--- src/rtl/board_status_display.sv ---
// board_status_display: latches NoC data onto hex digits, drives a status digit and debounces the board keys.
module board_status_display #(
  parameter int DATA_WIDTH     = 32,
  parameter int N_DIGITS       = 5,
  parameter int HEARTBEAT_MSB  = 25,
  parameter int N_BUTTONS      = 2,
  parameter int DEBOUNCE_COUNT = 1250000,
  parameter int STALE_COUNT    = 50000000
) (
  input  logic                    Clock,
  input  logic                    nReset,
  input  logic [N_BUTTONS-1:0]    KeysRaw,
  output logic [N_BUTTONS-1:0]    Buttons,
  output logic [N_BUTTONS-1:0]    ButtonPress,
  input  logic [DATA_WIDTH-1:0]   DataIn,
  input  logic                    DataValid,
  input  logic                    Lockup,
  input  logic                    LzBlank,
  output logic [7*N_DIGITS-1:0]   Hex,
  output logic [6:0]              HexStatus,
  output logic                    Stale
);
  localparam int ND = DATA_WIDTH / 4;
  localparam int NV = ND < N_DIGITS ? ND : N_DIGITS;
  localparam int DW = DEBOUNCE_COUNT > 1 ? $clog2(DEBOUNCE_COUNT) : 1;
  localparam int SW = $clog2(STALE_COUNT + 1);
  localparam logic [6:0] SEG_L = 7'b1000111, SEG_E = 7'b0000110, SEG_O = 7'b0100011, SEG_OFF = 7'b1111111;

  logic [DATA_WIDTH-1:0]          data_q, data_d;
  logic [SW-1:0]                  stale_cnt_q, stale_cnt_d;
  logic                           stale_q, stale_d;
  logic [7*N_DIGITS-1:0]          hex_q, hex_d;
  logic [6:0]                     status_q, status_d;
  logic [HEARTBEAT_MSB:0]         hb_cnt_q;
  logic                           hb_q;
  logic [N_BUTTONS-1:0]           sync1_q, sync2_q, btn_q, btn_d, press_q, press_d;
  logic [N_BUTTONS-1:0][DW-1:0]   db_cnt_q, db_cnt_d;
  logic                           lead;

  function automatic logic [6:0] font(input logic [3:0] n);
    case (n)
      4'h0: font = 7'b1000000;
      4'h1: font = 7'b1111001;
      4'h2: font = 7'b0100100;
      4'h3: font = 7'b0110000;
      4'h4: font = 7'b0011001;
      4'h5: font = 7'b0010010;
      4'h6: font = 7'b0000010;
      4'h7: font = 7'b1111000;
      4'h8: font = 7'b0000000;
      4'h9: font = 7'b0010000;
      4'hA: font = 7'b0001000;
      4'hB: font = 7'b0000011;
      4'hC: font = 7'b1000110;
      4'hD: font = 7'b0100001;
      4'hE: font = 7'b0000110;
      4'hF: font = 7'b0001110;
    endcase
  endfunction

  always_comb begin
    data_d      = DataValid ? DataIn : data_q;
    stale_cnt_d = DataValid ? '0 : (stale_cnt_q == SW'(STALE_COUNT) ? stale_cnt_q : stale_cnt_q + 1'b1);
    stale_d     = DataValid ? 1'b0 : (stale_q | (stale_cnt_d == SW'(STALE_COUNT)));
    status_d    = Lockup ? SEG_L : stale_q ? SEG_E : hb_q ? SEG_O : SEG_OFF;
    hex_d       = '1;
    lead        = 1'b1;
    // Walk from the most significant displayed nibble so lead tracks "all zero so far".
    for (int i = NV - 1; i >= 0; i--) begin
      lead = lead & (data_q[4*i +: 4] == 4'h0);
      hex_d[7*i +: 7] = (LzBlank && lead && i > 0) ? SEG_OFF : font(data_q[4*i +: 4]);
    end
    btn_d    = btn_q;
    db_cnt_d = '0;
    for (int k = 0; k < N_BUTTONS; k++) begin
      if (sync2_q[k] != btn_q[k]) begin
        if (db_cnt_q[k] == DW'(DEBOUNCE_COUNT - 1)) btn_d[k] = sync2_q[k];
        else db_cnt_d[k] = db_cnt_q[k] + 1'b1;
      end
    end
    press_d = btn_d & ~btn_q;
  end

  always_ff @(posedge Clock) begin
    if (!nReset) begin
      data_q      <= '0;
      stale_cnt_q <= '0;
      stale_q     <= 1'b1;
      hex_q       <= '1;
      status_q    <= SEG_OFF;
      hb_cnt_q    <= '0;
      hb_q        <= 1'b0;
      sync1_q     <= '0;
      sync2_q     <= '0;
      btn_q       <= '0;
      press_q     <= '0;
      db_cnt_q    <= '0;
    end else begin
      data_q      <= data_d;
      stale_cnt_q <= stale_cnt_d;
      stale_q     <= stale_d;
      hex_q       <= hex_d;
      status_q    <= status_d;
      hb_cnt_q    <= hb_cnt_q + 1'b1;
      hb_q        <= hb_cnt_q[HEARTBEAT_MSB] & hb_cnt_q[HEARTBEAT_MSB-2];
      sync1_q     <= ~KeysRaw;
      sync2_q     <= sync1_q;
      btn_q       <= btn_d;
      press_q     <= press_d;
      db_cnt_q    <= db_cnt_d;
    end
  end

  assign Hex         = hex_q;
  assign HexStatus   = status_q;
  assign Stale       = stale_q;
  assign Buttons     = btn_q;
  assign ButtonPress = press_q;
endmodule
--- config.mk ---
export PLATFORM = sky130hd
export DESIGN_NAME = board_status_display
export DESIGN_NICKNAME = d
export VERILOG_FILES = /design/src/rtl/board_status_display.sv
export SDC_FILE = /design/constraint.sdc
export NUM_CORES = 1
export LEC_CHECK = 0
export CORE_AREA = 2 2 121 123
export DETAILED_ROUTE_END_ITERATION = 6
export DIE_AREA = 0 0 123 125
export DONT_BUFFER_PORTS = 1
export HOLD_SLACK_MARGIN = 0.05
export PLACE_DENSITY = 0.69
export SYNTH_ARGS = -nofsm -noshare
export SYNTH_HDL_FRONTEND = slang
export SYNTH_SLANG_ARGS = --single-unit
--- constraint.sdc ---
create_clock -name Clock -period 2.4 [get_ports Clock]
set_input_delay 0.48 -clock Clock [delete_from_list [all_inputs] [get_ports Clock]]
set_output_delay 0.48 -clock Clock [all_outputs]
set_load 0.01 [all_outputs]
==> metrics.txt <==
TritonCTS clock tree=built; share of the synthesized area in the top cell type=43.49%; GRT Resource Usage Total=20.44%; dpl ws=0.2150 ns; Max Cap Viol=0; Worst Hold Depth=1; hold path startpoint=KeysRaw[1]; VDD IR-drop max=0.5314 mV; hpwl dp=10560 microns; min Tclk post-route=2.184 ns; pin count of the biggest net entering global routing=30; Routability Congestion=0.8712; Async SR Flop Fraction=0%; measured slew at the worst slew-check pin=0.8736 ns; Cell Pwr Density=699.4 mW/mm^2; first-pass GRT wire length=25520 microns; drt wl/cell=14.36 microns; Syn Nets=935; DRT Pass-1 Iters=5; Post-CTS Hold Buffers=0; Reg2Reg Capture Point=Stale$_SDFF_PN1_; Final period util=91.00%; Arr. time, crit path=2.53 ns; Critical Path Max Stage Delay=0.56 ns; Metal-1 WL=6560 microns; largest cells by area after synthesis=dfxtp_1, nor2_1, ha_1, xor2_1, xnor2_1; Die Wd=123 microns; EDFF count, synth=0; max-slew violation count=0; DR WL met2=7346 microns; Fin Setup TNS=0 ns; f_max=457.9 MHz; critical path capture point type=flop; Root Driver=clkbuf_16; RSZ-0062 raised after global routing=false; Register-to-Register Path Depth=6; Top Layer Used=met4; DIE AREA=0.01538 sq mm; largest family of logic cells by synthesized area=simple AND/OR/NAND/NOR gates; # clock sinks=164; routed length on met3=807 microns; worst hold path endpoint=sync1_q[1]$_SDFF_PN0_; H-tree Lvls=4; area of the multi-input gates=0.003984 sq mm; fill cell count=1233; worst reg2reg setup slack=0.22 ns; post-synthesis mux area share=3.464%; num rows=44; Adder-Cell Fraction of Synth Area=5.800%; Setup violations, final=0; Residual DRC=0; CP Class=reg -> reg; syn_area_per_cell=8.769 sq um; Worst Path Required=2.75 ns; placed cells=1014; later-pin clock latency in the skew report=0.43 ns; Compound-Gate Fraction of Synth Area=8.684%; initial antenna violation count=0; synth unique cells=53; number of global-route vias before repair=5570; layout net count=924; Clock Tree Buf Depth=2; Slew headroom=41.76%; synthesis-stage register bit count=164; Critical R2R Launch=stale_cnt_q[3]$_SDFF_PN0_; Pleak=0.002967 uW; crit path launch type=flop; Synth-to-Final Area Change=9.132%; number of antenna cells inserted=0; Post-Synthesis Cell Area=0.007550 sq mm; Crit Path Max Fanout=8; IO Pins=86; Setup WS post-layout=0.2161 ns; Routed Wire Length=15040 microns; Fin. Hold Viols=0; Mapped Cells=861; vias=5825; Synth Warn #=0; Hold Slack=0.1148 ns; share of post-route cells with drive strength above 1=6.141%; register area=0.003283 sq mm; Seq/Total Area, Yosys=43.49%; dominant synthesized flop cell=dfxtp_1; status=finished clean; Clock transition at path regs=0.06 ns; Clock Skew=0.006916 ns; core area=0.01420 sq mm; Die Ht=125 microns; simple-gate portion of the synthesized area=25.14%; initial DRC count=306; cells along the critical path=nand4_1 -> nor4_4 -> nand3_1 -> xor2_1 -> nand4b_1 -> o221ai_2; GR Overflow Total=0; cell taking the most area after synthesis=dfxtp_1; TritonCTS Buffers=17; Initial Util=53.15%; remaining antenna violation count after routing=0; Worst path slowest cell=nor4_4; post-route insts no fill=1047; HP Class=in -> reg; drt via density=5.564; port bufs=0; post-synthesis xor/xnor area fraction=9.629%
synth_stat cells (all sizes together), types with 2 or more instances:
cell type / count
nand3: 50
nor2: 151
xnor2: 40
nor2b: 10
nor3: 16
o22ai: 2
nand4: 22
o311ai: 16
mux2i: 25
o21a: 3
ha: 35
dfxtp: 164
nor4: 8
o211ai: 16
clkbuf: 24
a32oi: 4
o31ai: 2
nand3b: 4
and3: 15
or3: 12
a21oi: 19
nand2b: 9
buf: 16
a31oi: 3
nor4b: 4
nand4b: 3
and2: 13
nor3b: 4
xor2: 43
inv: 30
nand2: 58
o21ai: 29
worst max-delay path: cells and delay by family, from the launching register on:
kind	cells	cell delay, ns
compound gates	1	0.16
xor+xnor	1	0.18
flops	1	0.48
simple gates	4	1.29
how the worst max path moves through the flow:
stage | slack, ns | end | from
after floorplan | 0.31 | Stale$_SDFF_PN1_ | stale_cnt_q[1]$_SDFF_PN0_
after global placement | 0.25 | Stale$_SDFF_PN1_ | stale_cnt_q[1]$_SDFF_PN0_
after detailed placement | 0.21 | Stale$_SDFF_PN1_ | stale_cnt_q[1]$_SDFF_PN0_
after CTS | 0.17 | Stale$_SDFF_PN1_ | stale_cnt_q[1]$_SDFF_PN0_
after global routing | 0.06 | Stale$_SDFF_PN1_ | stale_cnt_q[1]$_SDFF_PN0_
final | 0.22 | Stale$_SDFF_PN1_ | stale_cnt_q[3]$_SDFF_PN0_
state kept, by name (all words and copies together), names as in the netlist:
signal and cells:
data_q 20, sync2_q 2, ButtonPress 2, hb_q 1
hb_cnt_q 26, Buttons 2, HexStatus 5, Stale 1
stale_cnt_q 26, Hex 35, db_cnt_q 42, sync1_q 2
cell usage in the layout (no fill, tap or decap), types with 19 or more instances in the layout:
cell type / netlist / layout
dfxtp_1: 164 / 164
xor2_1: 43 / 43
nand3_1: 48 / 48
nand2_1: 58 / 58
nand4_1: 20 / 20
mux2i_1: 25 / 25
ha_1: 35 / 35
a21oi_1: 19 / 19
o21ai_0: 29 / 29
xnor2_1: 40 / 40
inv_1: 30 / 29
nor2_1: 150 / 150
final cells by class:
type | instances | area share (%)
tap | 184 | 2.794
clock inverter | 15 | 1.564
multi-input combinational | 627 | 48.35
sequential | 164 | 39.85
timing repair buffer | 10 | 0.9112
inverter | 30 | 1.367
clock buffer | 17 | 5.163
per-stage QoR:
stage	util (%)	total power, uW	cell area [sq um]
finish	58.01	5762	8239
global route	58.01	5973	8239
CTS	57.95	5819	8232
detailed placement	54.05	3267	7677
global placement	54.05	3255	7677
floorplan	-	3205	7550
kinds of logic after synthesis:
family	count (synthesis)
AND/OR/NAND/NOR	383
AO/OA/AOI/OAI	99
other	1
flip-flops	164
buffers and inverters	70
multiplexers	26
XOR/XNOR	83
adder cells (fa/ha/maj)	35
layer usage:
layer	vias to the layer above	track usage [%]
met1	2750	24.31
met3	27	6.204
met4	0	7.888
met2	129	34.35
li1	2919	-
met5	-	0
power by group:
part | total, uW | internal [uW] | switching [uW]
sequential | 2940 | 2820 | 120
clock | 2550 | 1430 | 1120
combinational | 271 | 115 | 156
total | 5760 | 4360 | 1400
what timing repair did:
item	4_1_cts	5_1_grt
endpoints found under the setup margin	0	1
setup buffers	0	1
gates resized for setup	0	0
(Power assumes the default switching activity.)
